==> src/rtl/multicycle_controller.sv <==
// -----------------------------------------------------------------------------
// multicycle_controller
//
// Moore-style control FSM for a multi-cycle MIPS datapath that shares a single
// memory port between instruction fetch and data access. Instructions are
// sequenced through FETCH, DECODE, execute, memory and write-back states. A
// mem_ready handshake lets the memory insert wait states.
//
// Most outputs are registered. They are computed from the next state, so they
// are valid for the whole cycle spent in that state. Only the strobes that
// must react to mem_ready or zero within the same cycle are combinational.
// Those are ir_write, mdr_write, the FETCH/BRANCH part of pc_write, and the
// MEM_WR part of instr_done. Each of them is gated by a registered state flag.
//
// Ports
//   clk, rst_n      clock (rising edge), asynchronous active-low reset
//   opcode, func    IR[31:26] / IR[5:0], only looked at while in DECODE
//   zero            ALU zero flag, used in BRANCH
//   mem_ready       memory access completes this cycle
//   pc_write, iord, mem_read, mem_write, ir_write, mdr_write
//                   PC / memory / IR / MDR control
//   reg_dst, wb_sel, reg_write
//                   register-file write control
//   alu_src_a, alu_src_b, alu_operation
//                   ALU operand and operation select
//   pc_source       next-PC select
//   instr_done      one-cycle pulse in an instruction's last cycle
//   illegal         one-cycle pulse for an unknown opcode or func
// -----------------------------------------------------------------------------
module multicycle_controller #(
   parameter int MEM_HANDSHAKE = 1,
   parameter int ALUOP_W       = 3
) (
   input  logic               clk,
   input  logic               rst_n,
   input  logic [5:0]         opcode,
   input  logic [5:0]         func,
   input  logic               zero,
   input  logic               mem_ready,
   output logic               pc_write,
   output logic               iord,
   output logic               mem_read,
   output logic               mem_write,
   output logic               ir_write,
   output logic               mdr_write,
   output logic [1:0]         reg_dst,
   output logic [1:0]         wb_sel,
   output logic               reg_write,
   output logic               alu_src_a,
   output logic [1:0]         alu_src_b,
   output logic [ALUOP_W-1:0] alu_operation,
   output logic [1:0]         pc_source,
   output logic               instr_done,
   output logic               illegal
);

   typedef enum logic [3:0] {
      S_FETCH, S_DECODE, S_EXEC_R, S_EXEC_I, S_WB_ALU, S_MEM_ADDR, S_MEM_RD,
      S_WB_MEM, S_MEM_WR, S_BRANCH, S_JUMP, S_JAL, S_JR, S_ILLEGAL
   } state_t;

   localparam logic [5:0] OP_RTYPE = 6'b000000;
   localparam logic [5:0] OP_J     = 6'b000010;
   localparam logic [5:0] OP_JAL   = 6'b000011;
   localparam logic [5:0] OP_BEQ   = 6'b000100;
   localparam logic [5:0] OP_BNE   = 6'b000101;
   localparam logic [5:0] OP_ADDI  = 6'b001000;
   localparam logic [5:0] OP_SLTI  = 6'b001010;
   localparam logic [5:0] OP_ANDI  = 6'b001100;
   localparam logic [5:0] OP_LW    = 6'b100011;
   localparam logic [5:0] OP_SW    = 6'b101011;

   localparam logic [5:0] FN_JR    = 6'b001000;
   localparam logic [5:0] FN_ADD   = 6'b100000;
   localparam logic [5:0] FN_SUB   = 6'b100010;
   localparam logic [5:0] FN_AND   = 6'b100100;
   localparam logic [5:0] FN_OR    = 6'b100101;
   localparam logic [5:0] FN_SLT   = 6'b101010;

   localparam logic [ALUOP_W-1:0] ALU_AND = ALUOP_W'(3'b000);
   localparam logic [ALUOP_W-1:0] ALU_OR  = ALUOP_W'(3'b001);
   localparam logic [ALUOP_W-1:0] ALU_ADD = ALUOP_W'(3'b010);
   localparam logic [ALUOP_W-1:0] ALU_SUB = ALUOP_W'(3'b110);
   localparam logic [ALUOP_W-1:0] ALU_SLT = ALUOP_W'(3'b111);

   state_t               state_q, state_d;
   // Low from reset until the first clock after release. It holds the FSM and
   // all strobes idle during that cycle.
   logic                 active_q;

   // Instruction class captured in DECODE for the states that follow it.
   logic [ALUOP_W-1:0]   exec_op_q, exec_op_d;
   logic                 rd_sel_q, rd_sel_d;     // 1 = write rd, 0 = write rt
   logic                 is_lw_q, is_lw_d;
   logic                 is_bne_q, is_bne_d;

   // Combinational decode of the current IR fields.
   state_t               dec_state;
   logic [ALUOP_W-1:0]   dec_op;
   logic                 dec_rd, dec_lw, dec_bne;

   // Registered outputs and the state flags that qualify the Mealy strobes.
   logic                 pc_write_q, iord_q, mem_read_q, mem_write_q;
   logic [1:0]           reg_dst_q, wb_sel_q, alu_src_b_q, pc_source_q;
   logic                 reg_write_q, alu_src_a_q, done_q, illegal_q;
   logic [ALUOP_W-1:0]   alu_op_q;
   logic                 fetch_q, mem_rd_q, mem_wr_q, branch_q;

   logic                 ready;

   assign ready = (MEM_HANDSHAKE != 0) ? mem_ready : 1'b1;

   always_comb begin
      dec_state = S_ILLEGAL;
      dec_op    = ALU_ADD;
      dec_rd    = 1'b0;
      dec_lw    = 1'b0;
      dec_bne   = 1'b0;
      case (opcode)
         OP_RTYPE: begin
            dec_rd    = 1'b1;
            dec_state = S_EXEC_R;
            case (func)
               FN_ADD:  dec_op = ALU_ADD;
               FN_SUB:  dec_op = ALU_SUB;
               FN_AND:  dec_op = ALU_AND;
               FN_OR:   dec_op = ALU_OR;
               FN_SLT:  dec_op = ALU_SLT;
               FN_JR:   dec_state = S_JR;
               default: dec_state = S_ILLEGAL;
            endcase
         end
         OP_LW: begin
            dec_state = S_MEM_ADDR;
            dec_lw    = 1'b1;
         end
         OP_SW:   dec_state = S_MEM_ADDR;
         OP_ADDI: begin
            dec_state = S_EXEC_I;
            dec_op    = ALU_ADD;
         end
         // andi uses the sign-extended immediate like every other I-type
         // because the datapath has no zero-extend path.
         OP_ANDI: begin
            dec_state = S_EXEC_I;
            dec_op    = ALU_AND;
         end
         OP_SLTI: begin
            dec_state = S_EXEC_I;
            dec_op    = ALU_SLT;
         end
         OP_BEQ:  dec_state = S_BRANCH;
         OP_BNE: begin
            dec_state = S_BRANCH;
            dec_bne   = 1'b1;
         end
         OP_J:    dec_state = S_JUMP;
         OP_JAL:  dec_state = S_JAL;
         default: dec_state = S_ILLEGAL;
      endcase
   end

   // While in DECODE the class comes straight from the IR. Elsewhere the
   // latched copy is used, so opcode/func may change after DECODE.
   always_comb begin
      exec_op_d = exec_op_q;
      rd_sel_d  = rd_sel_q;
      is_lw_d   = is_lw_q;
      is_bne_d  = is_bne_q;
      if (state_q == S_DECODE) begin
         exec_op_d = dec_op;
         rd_sel_d  = dec_rd;
         is_lw_d   = dec_lw;
         is_bne_d  = dec_bne;
      end
   end

   always_comb begin
      state_d = state_q;
      if (active_q) begin
         case (state_q)
            S_FETCH:    state_d = ready ? S_DECODE : S_FETCH;
            S_DECODE:   state_d = dec_state;
            S_EXEC_R,
            S_EXEC_I:   state_d = S_WB_ALU;
            S_MEM_ADDR: state_d = is_lw_q ? S_MEM_RD : S_MEM_WR;
            S_MEM_RD:   state_d = ready ? S_WB_MEM : S_MEM_RD;
            S_MEM_WR:   state_d = ready ? S_FETCH : S_MEM_WR;
            default:    state_d = S_FETCH;
         endcase
      end
   end

   always_ff @(posedge clk or negedge rst_n) begin
      if (!rst_n) begin
         state_q     <= S_FETCH;
         active_q    <= 1'b0;
         exec_op_q   <= '0;
         rd_sel_q    <= 1'b0;
         is_lw_q     <= 1'b0;
         is_bne_q    <= 1'b0;
         pc_write_q  <= 1'b0;
         iord_q      <= 1'b0;
         mem_read_q  <= 1'b0;
         mem_write_q <= 1'b0;
         reg_dst_q   <= 2'b00;
         wb_sel_q    <= 2'b00;
         reg_write_q <= 1'b0;
         alu_src_a_q <= 1'b0;
         alu_src_b_q <= 2'b00;
         alu_op_q    <= '0;
         pc_source_q <= 2'b00;
         done_q      <= 1'b0;
         illegal_q   <= 1'b0;
         fetch_q     <= 1'b0;
         mem_rd_q    <= 1'b0;
         mem_wr_q    <= 1'b0;
         branch_q    <= 1'b0;
      end else begin
         active_q    <= 1'b1;
         state_q     <= state_d;
         exec_op_q   <= exec_op_d;
         rd_sel_q    <= rd_sel_d;
         is_lw_q     <= is_lw_d;
         is_bne_q    <= is_bne_d;

         pc_write_q  <= 1'b0;
         iord_q      <= 1'b0;
         mem_read_q  <= 1'b0;
         mem_write_q <= 1'b0;
         reg_dst_q   <= 2'b00;
         wb_sel_q    <= 2'b00;
         reg_write_q <= 1'b0;
         alu_src_a_q <= 1'b0;
         alu_src_b_q <= 2'b00;
         alu_op_q    <= ALU_AND;
         pc_source_q <= 2'b00;
         done_q      <= 1'b0;
         illegal_q   <= 1'b0;
         fetch_q     <= 1'b0;
         mem_rd_q    <= 1'b0;
         mem_wr_q    <= 1'b0;
         branch_q    <= 1'b0;

         case (state_d)
            S_FETCH: begin
               fetch_q     <= 1'b1;
               mem_read_q  <= 1'b1;
               alu_src_b_q <= 2'b01;
               alu_op_q    <= ALU_ADD;
            end
            S_DECODE: begin
               alu_src_b_q <= 2'b11;
               alu_op_q    <= ALU_ADD;
            end
            S_EXEC_R: begin
               alu_src_a_q <= 1'b1;
               alu_op_q    <= exec_op_d;
            end
            S_EXEC_I: begin
               alu_src_a_q <= 1'b1;
               alu_src_b_q <= 2'b10;
               alu_op_q    <= exec_op_d;
            end
            S_WB_ALU: begin
               reg_write_q <= 1'b1;
               reg_dst_q   <= rd_sel_d ? 2'b01 : 2'b00;
               done_q      <= 1'b1;
            end
            S_MEM_ADDR: begin
               alu_src_a_q <= 1'b1;
               alu_src_b_q <= 2'b10;
               alu_op_q    <= ALU_ADD;
            end
            S_MEM_RD: begin
               mem_rd_q    <= 1'b1;
               mem_read_q  <= 1'b1;
               iord_q      <= 1'b1;
            end
            S_WB_MEM: begin
               reg_write_q <= 1'b1;
               wb_sel_q    <= 2'b01;
               done_q      <= 1'b1;
            end
            S_MEM_WR: begin
               mem_wr_q    <= 1'b1;
               mem_write_q <= 1'b1;
               iord_q      <= 1'b1;
            end
            S_BRANCH: begin
               branch_q    <= 1'b1;
               alu_src_a_q <= 1'b1;
               alu_op_q    <= ALU_SUB;
               pc_source_q <= 2'b01;
               done_q      <= 1'b1;
            end
            S_JUMP: begin
               pc_write_q  <= 1'b1;
               pc_source_q <= 2'b10;
               done_q      <= 1'b1;
            end
            // PC already holds PC+4 from FETCH, which is the return address.
            S_JAL: begin
               pc_write_q  <= 1'b1;
               pc_source_q <= 2'b10;
               reg_write_q <= 1'b1;
               reg_dst_q   <= 2'b10;
               wb_sel_q    <= 2'b10;
               done_q      <= 1'b1;
            end
            S_JR: begin
               pc_write_q  <= 1'b1;
               pc_source_q <= 2'b11;
               done_q      <= 1'b1;
            end
            S_ILLEGAL: begin
               illegal_q   <= 1'b1;
               done_q      <= 1'b1;
            end
            default: begin
               done_q      <= 1'b0;
            end
         endcase
      end
   end

   assign pc_write      = pc_write_q | (fetch_q & ready) | (branch_q & (zero ^ is_bne_q));
   assign ir_write      = fetch_q & ready;
   assign mdr_write     = mem_rd_q & ready;
   assign instr_done    = done_q | (mem_wr_q & ready);
   assign iord          = iord_q;
   assign mem_read      = mem_read_q;
   assign mem_write     = mem_write_q;
   assign reg_dst       = reg_dst_q;
   assign wb_sel        = wb_sel_q;
   assign reg_write     = reg_write_q;
   assign alu_src_a     = alu_src_a_q;
   assign alu_src_b     = alu_src_b_q;
   assign alu_operation = alu_op_q;
   assign pc_source     = pc_source_q;
   assign illegal       = illegal_q;

endmodule

==> config.mk <==
export PLATFORM = sky130hd
export DESIGN_NAME = multicycle_controller
export DESIGN_NICKNAME = d
export VERILOG_FILES = /design/src/rtl/multicycle_controller.sv
export SDC_FILE = /design/constraint.sdc
export NUM_CORES = 1
export LEC_CHECK = 0
export CORE_MARGIN = 2
export CORE_UTILIZATION = 52
export DETAILED_ROUTE_END_ITERATION = 12
export PLACE_DENSITY_LB_ADDON = 0.1
export SLEW_MARGIN = 5
export SYNTH_ARGS = -nofsm -noshare
export SYNTH_HDL_FRONTEND = slang
export SYNTH_SLANG_ARGS = --single-unit
==> constraint.sdc <==
create_clock -name clk -period 2.4 [get_ports clk]
set_input_delay 0.24 -clock clk [delete_from_list [all_inputs] [get_ports clk]]
set_output_delay 0.24 -clock clk [all_outputs]
set_load 0.05 [all_outputs]
==> results.toml, run 1 <==
[floorplanning]
die_h_um = 64.76
row_count = 22
core_um2 = 3606
start_util = 0.5323
die_w_um = 64.76
dieArea_um2 = 4193
pin_count = 37

[power]
power.internal_mw = 1.455
power_frac_seq = 0.296
p_switching_mw = 1.102
power_density_nw_per_um2 = 1008
swShare = 0.4310
leakagePower_nw = 1.132
ir_drop_v = 0.0005434
power_frac_comb = 0.542
power.total_mw = 2.557
clkPwrFrac = 0.162

[clock_tree]
cts_root_buf = "clkbuf_8"
clk_latency_ns = 0.28
cts.path.max_buffers = 2
cts.sinks = 32
cts_setup_buffers = 0
cts_tree = "done"
cts_hold_buf = 0
htree_levels = 2
clk_pin_slew_ns = 0.06
numCtsBuffers = 5

[critical_path]
startpoint = "func[2]"
cp_max_fo = 8
r2r-end = "done_q$_DFF_PN0_"
r2r-start = "state_q[2]$_DFF_PN0_"
timing.critical_path.slowest_stage_cell = "clkdlybuf4s50_1"
crit_buf_inv = 1
critPathTopFamily = "compound AO/OA/AOI/OAI gates"
path_cells = "clkdlybuf4s50_1 > mux2_2 > o311ai_2 > nand3_2 > o21ai_1 > nor3b_1 > o21ai_4 > o22ai_1"
crit_cells = 8
cp-endpoint = "alu_operation[2]$_DFF_PN0_"
cp-start-kind = "input port"
worstPathRequired_ns = 2.60
worst-r2r-setup-slack_ns = 0.20
critPathArrivalTime_ns = 2.44
rr_worst_depth = 7
criticalPathCategory = "input port to flop"
critical-path-max-stage-delay_ns = 0.50
end_kind = "flop"

[placement]
place_congestion = 0.9005
dp_hpwl_mm = 3.266
io_buffers = 36
post-place-ws_ns = -0.1740

[cells_and_area]
layout-drive-gt1-share = 0.2411
diodes = 0
fill_cells = 273
fin_util = 0.7033
nets = 268
final_cell_mix = "clkdlybuf4s50_1, dfrtp_1, buf_4"
area_delta_synth_final_pct = 32.14
layout_commonest_cell = "clkdlybuf4s50_1"

[drt]
postRouteAntennaNets = 0
drc = 0
wl_per_cell_um = 14.32
routed_via_density = 5.452
routed_wl_mm = 4.310
drt_pass1_iterations = 4
initialDrtViolationCount = 129
vias = 1641

[logic_synthesis]
synth-async-reset-ratio = 1.000
syn_area_um2 = 1919
ys_types = 65
synth_cells = 197
synth_edf_count = 0
synthesis.nets = 213
synth-seq-cells = 32
ys.warnings.count = 0
ys_seq_area_frac = 0.4172
synth_ff_type = "dfrtp_1"
syn_avg_cell_area_um2 = 9.743

[sta]
finalHoldViolCount = 0
worst_pin_slew_ns = 0.5130
setup_ws_ns = 0.1540
timing.fmax_mhz = 445.2
max-slew-margin-rel = 0.6570
final_max_slew_viol_count = 0
hold_slack_ns = 0.3469
min_period_ns = 2.246
setup_viol = 0
fin_worst_skew_ns = 0.002988
rsz0062_at_grt = "false"
timing.final.crit_share = 0.9358

[global_routing]
grt_max_degree = 33
use_met1 = 0.2924
use_met2 = 0.3557
grtUsageTotal = 0.2232
grt.busiest_layer = "met2"
grt_pass1_vias = 1596
grt_pass1_wl_mm = 7.031
grt_overflow = 0
antenna_found_initial = 0
gr-usage-met3 = 0.05556

[hold_path]
hold_path.class = "input port to async pin"

[job]
max_cap_violations = 0

[outcome]
outcome = "completed"
area by class of cell:
cell class,instances,area [µm²],area share
Multi-Input combinational cell,145,1010,0.3981
Sequential cell,32,802.0,0.3162
Timing Repair Buffer,63,555.5,0.2190
Clock buffer,8,90.09,0.03552
Tap cell,48,60.06,0.02368
Inverter,5,18.77,0.007400
registers in the layout (all words and copies together) (netlist names), 2 cells and up:
register	flops
state_q	4
alu_src_b	2
exec_op_q	3
wb_sel	2
pc_source	2
alu_operation	3
worst min path at each step:
| stage | from | end | cells after the start |
|---|---|---|---|
| finish | rst_n | mem_read$_DFF_PN0_ | 2 |
| floorplan | rst_n | active_q$_DFF_PN0_ | 0 |
| detailed placement | is_bne_q$_DFFE_PN0P_ | is_bne_q$_DFFE_PN0P_ | 2 |
| global route | rst_n | alu_src_b[1]$_DFF_PN0_ | 2 |
| global placement | exec_op_q[0]$_DFF_PN0_ | exec_op_q[0]$_DFF_PN0_ | 2 |
| CTS | rst_n | alu_src_b[1]$_DFF_PN0_ | 2 |
power groups by stage:
| stage | Sequential (mW) | Combinational, mW | Clock [mW] |
|---|---|---|---|
| after global placement | 0.755 | 1.34 | 0 |
| after global routing | 0.772 | 1.48 | 0.445 |
| after detailed placement | 0.759 | 1.36 | 0 |
| final | 0.756 | 1.39 | 0.414 |
| after floorplan | 0.955 | 0.762 | 0 |
| after CTS | 0.749 | 1.37 | 0.424 |
Yosys cell counts, types with 4 or more instances:
library cell / instances / share of area
a21oi_1: 5 / 0.013
buf_2: 6 / 0.016
buf_6: 5 / 0.029
dfrtp_1: 32 / 0.42
inv_1: 4 / 0.0078
nand2_1: 23 / 0.045
nand2b_1: 6 / 0.020
nor2_1: 21 / 0.041
nor2b_1: 5 / 0.016
o21ai_0: 6 / 0.016
through the flow:
| stage | TNS, ns | cell area (µm²) | std cells |
|---|---|---|---|
| detailed placement | -1.564 | 2422 | 293 |
| floorplan | 0 | 1919 | 197 |
| global route | 0 | 2536 | 301 |
| finish | 0 | 2536 | 301 |
| CTS | 0 | 2512 | 301 |
| global placement | -0.9295 | 2422 | 293 |
cell families (layout without fill, tap and decap cells):
kind of cell              after synthesis  after routing  share of synthesized area
and+or+nand+nor                        88             88                     0.2614
DFF                                    32             32                     0.4172
xor gates and xnor gates                4              4                    0.01826
other                                   1              1                   0.001954
muxes                                   2              2                    0.01304
AOI/OAI and AO/OA                      50             50                     0.2197
buffers and inverters                  20             76                    0.06844
layer usage:
| metal | share of wire | up-vias |
|---|---|---|
| met3 | 0.053 | 9 |
| met5 | 0 | - |
| li1 | - | 808 |
| met4 | 0.019 | 0 |
| met2 | 0.47 | 48 |
| met1 | 0.46 | 776 |
worst register-to-register path: stages, from the launching register on:
cell and delay [ns]:
dfrtp_1 0.53, a21o_1 0.24, a221o_1 0.40, a22oi_1 0.21, o21a_2 0.25, nor2b_4 0.25, mux2i_2 0.10, o221ai_2 0.15
what timing repair did:
action / 4_1_cts / 5_1_grt
endpoints found under the hold margin: 0 / 0
setup endpoints to repair: 0 / 6
resized for setup: 0 / 6
No activity file was read; power rests on OpenSTA's default activity.
==> run 2, diff against run 1 <==
- SLEW_MARGIN: 5 -> 20
==> results of run 2 <==
Final layout, timing and power as in run 1 (identical DEF).
==> run 3, diff against run 2 <==
- CORE_UTILIZATION: 52 -> 55
- clock period: 2.4 -> 2.7 ns (I/O delays scaled with it)
==> results.toml, run 3 (synthesized netlist as in run 1, its figures left out) <==
[job]
max_cap_violations = 0

[placement]
io_buffers = 36
place_congestion = 0.8410
dp_hpwl_mm = 3.218

[drt]
vias = 1581
initialDrtViolationCount = 181
wl_per_cell_um = 15.15
drt_pass1_iterations = 4
drc = 0
routed_via_density = 5.646
postRouteAntennaNets = 0
routed_wl_mm = 4.243

[critical_path]
critPathArrivalTime_ns = 2.68
rr_worst_depth = 8
path_cells = "nor4b_4 > nand2_1 > nand4b_1 > o21a_1 > inv_2 > nand2b_1 > o2bb2a_4 > o21ai_1"
criticalPathCategory = "flop to flop"
worstPathRequired_ns = 2.96
critical-path-max-stage-delay_ns = 0.54
worst-r2r-setup-slack_ns = 0.28
timing.critical_path.slowest_stage_cell = "dfrtp_1"
cp-start-kind = "flop"
cp_max_fo = 12
r2r-end = "alu_src_a$_DFF_PN0_"
end_kind = "flop"
r2r-start = "state_q[2]$_DFF_PN0_"

[sta]
rsz0062_at_grt = "false"
final_max_slew_viol_count = 0
min_period_ns = 2.418
hold_slack_ns = 0.3281
worst_pin_slew_ns = 0.5155
timing.final.crit_share = 0.8956
finalHoldViolCount = 0
fin_worst_skew_ns = 0.004775
timing.fmax_mhz = 413.5
setup_viol = 0
setup_tns_ns = 0
max-slew-margin-rel = 0.6552

[outcome]
outcome = "completed"

[floorplanning]
pin_count = 37
die_h_um = 63.08
die_w_um = 63.08
core_um2 = 3337
row_count = 21
start_util = 0.5752
dieArea_um2 = 3978

[cells_and_area]
multi_input_area_um2 = 987.2
fill_cells = 285
nets = 249
largest_register_ffs = 4
layout-drive-gt1-share = 0.1496
area_delta_synth_final_pct = 22.23
seq_area_um2 = 800.8
max_flop_register = "state_q"
diodes = 0
layout_commonest_cell = "clkdlybuf4s50_1"
final_cell_mix = "clkdlybuf4s50_1, dfrtp_1, nand2_1"

[global_routing]
grt_overflow = 0
grt_pass1_wl_mm = 7.410
antenna_found_initial = 0
grtUsageTotal = 0.2382
grt_pass1_vias = 1585
grt_max_degree = 33

[clock_tree]
cts.repair.resized = 0
cts_tree = "done"
htree_levels = 2
cts.sinks = 32
cts_root_buf = "clkbuf_4"
clk_pin_slew_ns = 0.09
cts_hold_buf = 0
clk_latency_ns = 0.33
cts.path.max_buffers = 2
numCtsBuffers = 5
cts_setup_buffers = 0

[hold_path]
hold_path.class = "input port to async pin"

[power]
leakagePower_nw = 1.024
ir_drop_v = 0.0005307
power_density_nw_per_um2 = 892.8
[run 3: cell types whose count changed in the layout (fill, tap and decap cells not counted), moves of 2 or more]
cell,previous run,this run
clkbuf_1,2,0
clkbuf_8,6,1
o21a_2,2,0
clkbuf_4,0,5
clkinv_2,0,2
o21a_1,1,3
clkdlybuf4s50_1,33,36
buf_4,30,8
[run 3: layout make-up]
cell class	instances	share of cell area
Multi-Input combinational cell	145	0.4208
Sequential cell	32	0.3413
Timing Repair Buffer	44	0.1792
Tap cell	46	0.02453
Clock buffer	6	0.02187
Inverter	5	0.008000
Clock inverter	2	0.004267
[run 3: through the flow]
stage               setup slack [ns]  instances  total power [mW]  instance area [µm²]  utilization
floorplan                     0.6600        197             1.527                 1919            -
global placement             0.06233        272             1.789                 2285       0.6847
detailed placement           0.03237        272             1.814                 2285       0.6847
CTS                           0.2830        280             2.100                 2346       0.7030
global route                 0.03881        280             2.226                 2346       0.7030
finish                        0.2819        280             2.095                 2346       0.7030
[run 3: critical path, delay by kind of cell, from the launching register on]
family,cells,cell delay [ns]
AOI/OAI and AO/OA,3,0.65
and+or+nand+nor,4,0.92
buffers and inverters,1,0.25
DFF,1,0.54
[run 3: worst max path at each step]
stage                          endpoint  depth (start not counted)            startpoint
floorplan              done_q$_DFF_PN0_                          9  state_q[2]$_DFF_PN0_
global placement    alu_src_a$_DFF_PN0_                          9             opcode[2]
detailed placement       iord$_DFF_PN0_                          8               func[2]
CTS                 alu_src_a$_DFF_PN0_                          8  state_q[2]$_DFF_PN0_
global route        alu_src_a$_DFF_PN0_                          8  state_q[1]$_DFF_PN0_
finish              alu_src_a$_DFF_PN0_                          8  state_q[2]$_DFF_PN0_
[run 3: power breakdown]
part           internal [mW]  switching [mW]  leakage (nW)
Sequential             0.583          0.0951         0.420
Clock                  0.124           0.161        0.0380
Combinational          0.427           0.705         0.566
[run 3: metal layers]
metal,GRT usage,wire length (µm)
met1,0.3144,1900
met2,0.3896,2079
met3,0.06429,243
met4,0.06111,20
met5,0,0
